[src/rtl/risc_pkg.sv]
// Shared datapath definitions for the RISC register file and its helpers.
// Default widths match the original fixed 16x32 bank.
package risc_pkg;
   localparam int DATA_W_DEF     = 32;
   localparam int NUM_REGS_DEF   = 16;
   localparam int REG_ADDR_W_DEF = 4;
   localparam int ZERO_IDX       = 0;

   typedef logic [REG_ADDR_W_DEF-1:0] reg_addr_t;
   typedef logic [DATA_W_DEF-1:0]     reg_data_t;
endpackage

[src/rtl/reg_scoreboard.sv]
// Per-register pending bits: set on allocate, cleared on writeback.
// Allocate beats a same-cycle writeback to the same register.
module reg_scoreboard
   import risc_pkg::*;
#(
   parameter int NUM_REGS = NUM_REGS_DEF,
   parameter int ADDR_W   = $clog2(NUM_REGS),
   parameter int ZERO_REG = 0
) (
   input  logic                clk,
   input  logic                rst,
   input  logic                wr_en,
   input  logic [ADDR_W-1:0]   wr_addr,
   input  logic                alloc_en,
   input  logic [ADDR_W-1:0]   alloc_addr,
   output logic [NUM_REGS-1:0] pending,
   output logic                any_pending
);

   always_ff @(posedge clk) begin
      if (rst) begin
         pending <= '0;
      end else begin
         for (int i = 0; i < NUM_REGS; i++) begin
            if (ZERO_REG != 0 && i == ZERO_IDX)
               pending[i] <= 1'b0;
            else if (alloc_en && alloc_addr == ADDR_W'(i))
               pending[i] <= 1'b1;
            else if (wr_en && wr_addr == ADDR_W'(i))
               pending[i] <= 1'b0;
         end
      end
   end

   assign any_pending = |pending;

endmodule

[src/rtl/register_bank_param.sv]
// Parametrised register bank with write bypass and pending scoreboard.
// Out-of-range and hardwired-zero registers read as 0, never pending.
module register_bank_param
   import risc_pkg::*;
#(
   parameter int DATA_W   = DATA_W_DEF,
   parameter int NUM_REGS = NUM_REGS_DEF,
   parameter int ADDR_W   = $clog2(NUM_REGS),
   parameter int NUM_RD   = 2,
   parameter int ZERO_REG = 0,
   parameter int BYPASS   = 1
) (
   input  logic                     clk,
   input  logic                     rst,
   input  logic                     wr_en,
   input  logic [ADDR_W-1:0]        wr_addr,
   input  logic [DATA_W-1:0]        wr_data,
   input  logic [NUM_RD*ADDR_W-1:0] rd_addr,
   output logic [NUM_RD*DATA_W-1:0] rd_data,
   output logic [NUM_RD-1:0]        rd_pending,
   input  logic                     alloc_en,
   input  logic [ADDR_W-1:0]        alloc_addr,
   output logic                     any_pending
);

   logic [DATA_W-1:0]   regs [NUM_REGS];
   logic [NUM_REGS-1:0] pending;

   always_ff @(posedge clk) begin
      for (int i = 0; i < NUM_REGS; i++) begin
         if (rst)
            regs[i] <= '0;
         else if (wr_en && wr_addr == ADDR_W'(i) &&
                  !(ZERO_REG != 0 && i == ZERO_IDX))
            regs[i] <= wr_data;
      end
   end

   reg_scoreboard #(
      .NUM_REGS (NUM_REGS),
      .ADDR_W   (ADDR_W),
      .ZERO_REG (ZERO_REG)
   ) u_sb (
      .clk         (clk),
      .rst         (rst),
      .wr_en       (wr_en),
      .wr_addr     (wr_addr),
      .alloc_en    (alloc_en),
      .alloc_addr  (alloc_addr),
      .pending     (pending),
      .any_pending (any_pending)
   );

   for (genvar g = 0; g < NUM_RD; g++) begin : g_rd
      logic [ADDR_W-1:0] ra;
      logic              in_range;
      logic              is_zero;
      logic              hit;
      logic [DATA_W-1:0] d;
      logic              p;

      assign ra       = rd_addr[g*ADDR_W +: ADDR_W];
      assign in_range = 32'(ra) < NUM_REGS;
      assign is_zero  = (ZERO_REG != 0) && ra == ADDR_W'(ZERO_IDX);
      assign hit      = (BYPASS != 0) && wr_en && wr_addr == ra;

      // a forwarded write is by definition no longer pending
      always_comb begin
         d = '0;
         p = 1'b0;
         if (in_range && !is_zero) begin
            if (hit) begin
               d = wr_data;
            end else begin
               d = regs[ra];
               p = pending[ra];
            end
         end
      end

      assign rd_data[g*DATA_W +: DATA_W] = d;
      assign rd_pending[g]               = p;
   end

endmodule
[config.mk]
export PLATFORM = sky130hd
export DESIGN_NAME = register_bank_param
export DESIGN_NICKNAME = d
export VERILOG_FILES = /design/src/rtl/risc_pkg.sv /design/src/rtl/reg_scoreboard.sv /design/src/rtl/register_bank_param.sv
export SDC_FILE = /design/constraint.sdc
export NUM_CORES = 1
export LEC_CHECK = 0
export BUFFER_PORTS_ARGS = -buffer_cell sky130_fd_sc_hd__buf_2
export CAP_MARGIN = 40
export CORE_UTILIZATION = 25
export CTS_BUF_LIST = sky130_fd_sc_hd__clkbuf_8
export DETAILED_ROUTE_END_ITERATION = 10
export GPL_TIMING_DRIVEN = 0
export SKIP_CTS_REPAIR_TIMING = 1
export SYNTH_ARGS = -nofsm -noshare
export SYNTH_HDL_FRONTEND = slang
export SYNTH_SLANG_ARGS = --single-unit
[constraint.sdc]
create_clock -name clk -period 5.7 [get_ports clk]
set_clock_uncertainty 0.15 [all_clocks]
set_input_delay 1.71 -clock clk [delete_from_list [all_inputs] [get_ports clk]]
set_output_delay 1.71 -clock clk [all_outputs]
set_load 0.01 [all_outputs]
# Word level (Yosys, flattened, before mapping)
# Memories as Yosys holds them, arrays and structs flattened.
# Cells that the tools add are included.
# totals
ff_bits	16
ram_bits	512
inputBits	52
memories	1
word_cells	226
out_inout_bits	67
# memory_table
memory	words	width	rd	rd_clocked_by_memory_dff	wr	line	rtl
regs	16	32	2	0	16	register_bank_param.sv:26	logic [DATA_W-1:0] regs [NUM_REGS];
# classes
reduce_logical	53
n_lt_le_gt_ge	2
muxes	106
eq_ne	32
n_bitwise	16
# ops
cell	count
2-to-1 mux 32 bit	18
2-to-1 mux 1 bit	86
equality test 4 bit, second input constant	16
logical AND 1 bit	34
equality test 4 x 3 -> 1 bit, second input constant	8
nonzero test 2 bit	16
equality test 4 x 2 -> 1 bit, second input constant	4
OR 1 bit	16
OR reduction 16 bit	1
less-than comparator 4 x 5 -> 1 bit, second input constant	2
binary-select mux 1 bit (select 4 bit)	2
equality test 4 x 1 -> 1 bit, second input constant	2
equality test 4 bit	2
zero test 4 bit	2

# Logic depth before layout (Yosys ltp)
# logic_depth
word_depth	6
depth_mapped	7
ltp_nobuf	4

# Modules after synthesis
# A second synthesis with hierarchy kept.
# unflattened
hier_cells	1872
area_unflattened_um2	28581.2
# by_module_without_submodules
module	area_each_um2	cells_each	seq_area_each_um2	n_inst
register_bank_param	27879.2	1794	15374.7	1
reg_scoreboard	701.9	78	320.3	1

# Worst setup path after synthesis
# Ideal clock, no wire load.
# synth_path
path_type	input -> output
start	input rd_addr[5]
end	output rd_data[54]
slack_ps	592
arrival_time_ps	3248
t_required_ps	3840
n_path_buf	3
stages	7
path_cell_list	buf_2 -> buf_2 -> clkbuf_1 -> mux4_2 -> a22oi_1 -> nand2_1 -> mux2_2
# synth_between
elab_chain_cells	3
word_cells_on_any_way	4
classes_between	eq/ne (1); mux (1); reduce/logical (1); memory (1)
# synth_lines
element	line	rtl
start: declaration	register_bank_param.sv:18	input logic [NUM_RD*ADDR_W-1:0] rd_addr,
branches (longest 2 deep; another with memory (16 x 32 bit))	--	
2-to-1 mux 32 bit (*)	register_bank_param.sv:72	if (hit) begin
end: declaration	register_bank_param.sv:19	output logic [NUM_RD*DATA_W-1:0] rd_data,
# Mark *: on every way between the ends.

# Final worst setup path
# layout_path
start	input rd_addr[5]
end	output rd_data[49]
# The elaborated chain is that of the path after synthesis.

==> results list <==
* Result of the run: finished, final reports clean
- Clock latency on the worst-skew pair, taken at its later pin, is 700 ps.
- Buffers added on ports: 107
- Averaged over all synthesized cells, the footprint is 15.29 um2.
- Category of the critical setup timing path: primary input to output pin
* Total number of vias: 18640
* Final HPWL DP: 68130 um
- CTS H-tree depth: 3
* Clock Tree Buf Depth: 3
- The first routing iteration left 2119 violations.
* Clock-pin slew of the registers on the worst-case setup and hold paths: 60 ps
- Die Area: 115900 um2
- Die outline height: 340.5 um
* Fraction of final layout cells sized beyond drive strength 1: 0.2942
* Class of the tightest hold or removal check: flop to flop
- The final layout contains 2169 nets.
* RePlAce Congestion: 0.8565
* Average wire per standard cell: 26.29 um
- Vias in the first global route: 18680
- After global routing the overflow that remains totals 0.
- Summing all placed instances gives a cell area of 31800 um2.
* Post-route standard cell area excluding fillers: 33610 um2
* Warnings from Yosys: 0
* Total CTS buffers: 90
* Launching element of the worst setup path: rd_addr[5]
- Reg2Reg Launch Point: u_sb.pending[0]
* Max-cap violation count: 0
- Leakage power summed over all cells: 11.82 nW
- Largest net degree at the start of global routing: 25
- In the routed layout, each cell is associated on average with a via count of 5.045.
* Final Hold Viols: 0
- Of the synthesized area, sequential elements account for 0.5479.
- Once detail routing completed, the nets flagged for antenna violations numbered 0.
- Dividing the final minimum period by the clock period gives 0.9913.
- STA puts the critical path data arrival time at 3790 ps.
- The first detailed-routing pass ran for 5 iterations.
* Synthesized instance count: 1873
- # clock sinks: 528
- Max VDD drop: 0.1553 mV
- The floorplan step set the die width to 340.5 um.
- Sort of element at the end of the critical path: output pin
- The final-report max-slew violation count came to 0.
- Data required time at the worst endpoint: 3840 ps
- CTS tree: done
* Total DRC errors in the routed layout: 0
* FMAX: 0.1770 GHz
- Biggest fanout along the worst timing path: 10
* Count of different cell masters after synthesis: 39
- Min Clock Period, post-route: 5651 ps
* Launching element type of the critical path: primary input
- # rows: 123
- Synthesis-to-layout area growth: 17.31%
- Mapped Nets: 1925
- Total Power Consumption: 9.126 mW
- Final setup violating endpoints: 0
- R2R setup slack: 4840 ps
- Clock root buffer master: clkbuf_8
- In this run the count of I/O pins placed on the die edge is 119.
* Drt total wl: 97100 um
- Register bit total from synthesis: 528
* Power per cell area: 271.6 nW/um2
- GR Util All Layers: 0.1654
- Worst Tran Pin Value: 985.5 ps
- The worst hold path begins at u_sb.pending[13].
* Slew margin rel.: 0.3430
- Filler Cells Inserted: 11290
* Netlist area before placement: 28650 um2
- After floorplanning, the core was sized to cover 113100 um2.
- For this configuration, the core starts out at a cell density of 0.2533.
* Global-route wire length before repair: 136800 um
- The initial antenna violation count is 11.
routing by layer:
layer  vias up  wire length, um  track usage
met5         -               65            0
met4        12             3138      0.06633
met3       198             8688      0.03916
met2       971            45870       0.2669
met1      9694            39330       0.2134
li1       7762                -            -
through the flow:
stage	utilization	worst slack, ps	TNS (ps)	hold slack [ps]	std cells
floorplan	-	592.2	0	302.2	1873
global placement	0.2746	-862.9	-110980	337.9	3480
detailed placement	0.2812	-515.3	-23100	341.2	3518
CTS	0.2955	-520.2	-23430	349.5	3682
global route	0.2970	-3.424	-3.424	370.5	3690
finish	0.2971	49.32	0	348.2	3694
report_power, final:
group          leakage, nW  total, mW  switching [mW]  internal, mW
clock                0.936       3.20            1.62          1.58
sequential            5.03       4.59           0.106          4.49
combinational         5.85       1.33           0.737         0.593
final timing paths:
path | to | cells after the start
hold reg to reg | u_sb.pending[13] | 2
setup reg to reg | u_sb.pending[0] | 2
setup / recovery | rd_data[49] | 9
hold / removal | u_sb.pending[13] | 2
registers in the layout, indices dropped and copies added (netlist names):
signal / cells
regs: 512
u_sb.pending: 16
logic make-up after synthesis:
family          count (synthesis)  synth area share
buf+inv                       201           0.03319
xor+xnor                        8          0.002446
flops                         528            0.5479
compound gates                156           0.03975
mux                           332            0.2425
simple gates                  648            0.1342
final cells by class:
cell class / count / area [um2] / area share
Tap cell: 1500 / 1877 / 0.05585
Antenna cell: 5 / 12.51 / 0.0003723
Clock inverter: 73 / 374.1 / 0.01113
Buffer: 183 / 972.2 / 0.02893
Inverter: 18 / 67.56 / 0.002010
Clock buffer: 91 / 1252 / 0.03727
Sequential cell: 528 / 15700 / 0.4670
Timing Repair Buffer: 152 / 1289 / 0.03835
Multi-Input combinational cell: 1144 / 12070 / 0.3591
worst max-delay path: stages:
cell and delay, ps:
clkbuf_4 280, buf_6 230, clkbuf_2 210, buf_6 200
mux4_2 300, a22oi_1 250, nand2_1 80, mux2_2 330
buf_2 160
placed cells by master (no fill, tap or decap), drive strengths merged, types with 2 or more instances in the layout:
master / count
a21o: 12
a22oi: 124
and2: 514
and3: 2
and3b: 2
buf: 196
bufinv: 2
clkbuf: 230
clkinv: 35
clkinvlp: 2
dfxtp: 16
diode: 5
edfxtp: 512
inv: 52
mux2: 64
mux4: 268
nand2: 79
nand2b: 2
nand3: 2
nand3b: 2
nor2: 21
nor2b: 8
nor3b: 4
nor4: 6
o21ai: 12
o21bai: 4
o22ai: 3
or2: 2
xnor2: 2
xor2: 6
Yosys cell counts, drive strengths merged:
cell	n	share of area
edfxtp	512	0.54
nor4	6	0.0024
mux2	64	0.025
and3	2	0.00044
nand2	79	0.010
and2	514	0.11
o21ai	12	0.0021
o21bai	4	0.0010
o22ai	3	0.00066
xor2	6	0.0018
or2	2	0.00044
buf	48	0.013
nand3	2	0.00035
o32ai	1	0.00031
inv	18	0.0024
or3b	1	0.00031
xnor2	2	0.00061
nand3b	2	0.00052
clkbuf	135	0.018
or3	1	0.00022
mux4	268	0.22
a21o	12	0.0031
nand4	1	0.00022
and3b	2	0.00061
nor3	1	0.00017
nor2	21	0.0028
nor2b	8	0.0017
dfxtp	16	0.011
nor3b	4	0.0010
nand2b	2	0.00044
a22oi	124	0.032
Note: power is estimated with default switching activity, not from simulation.
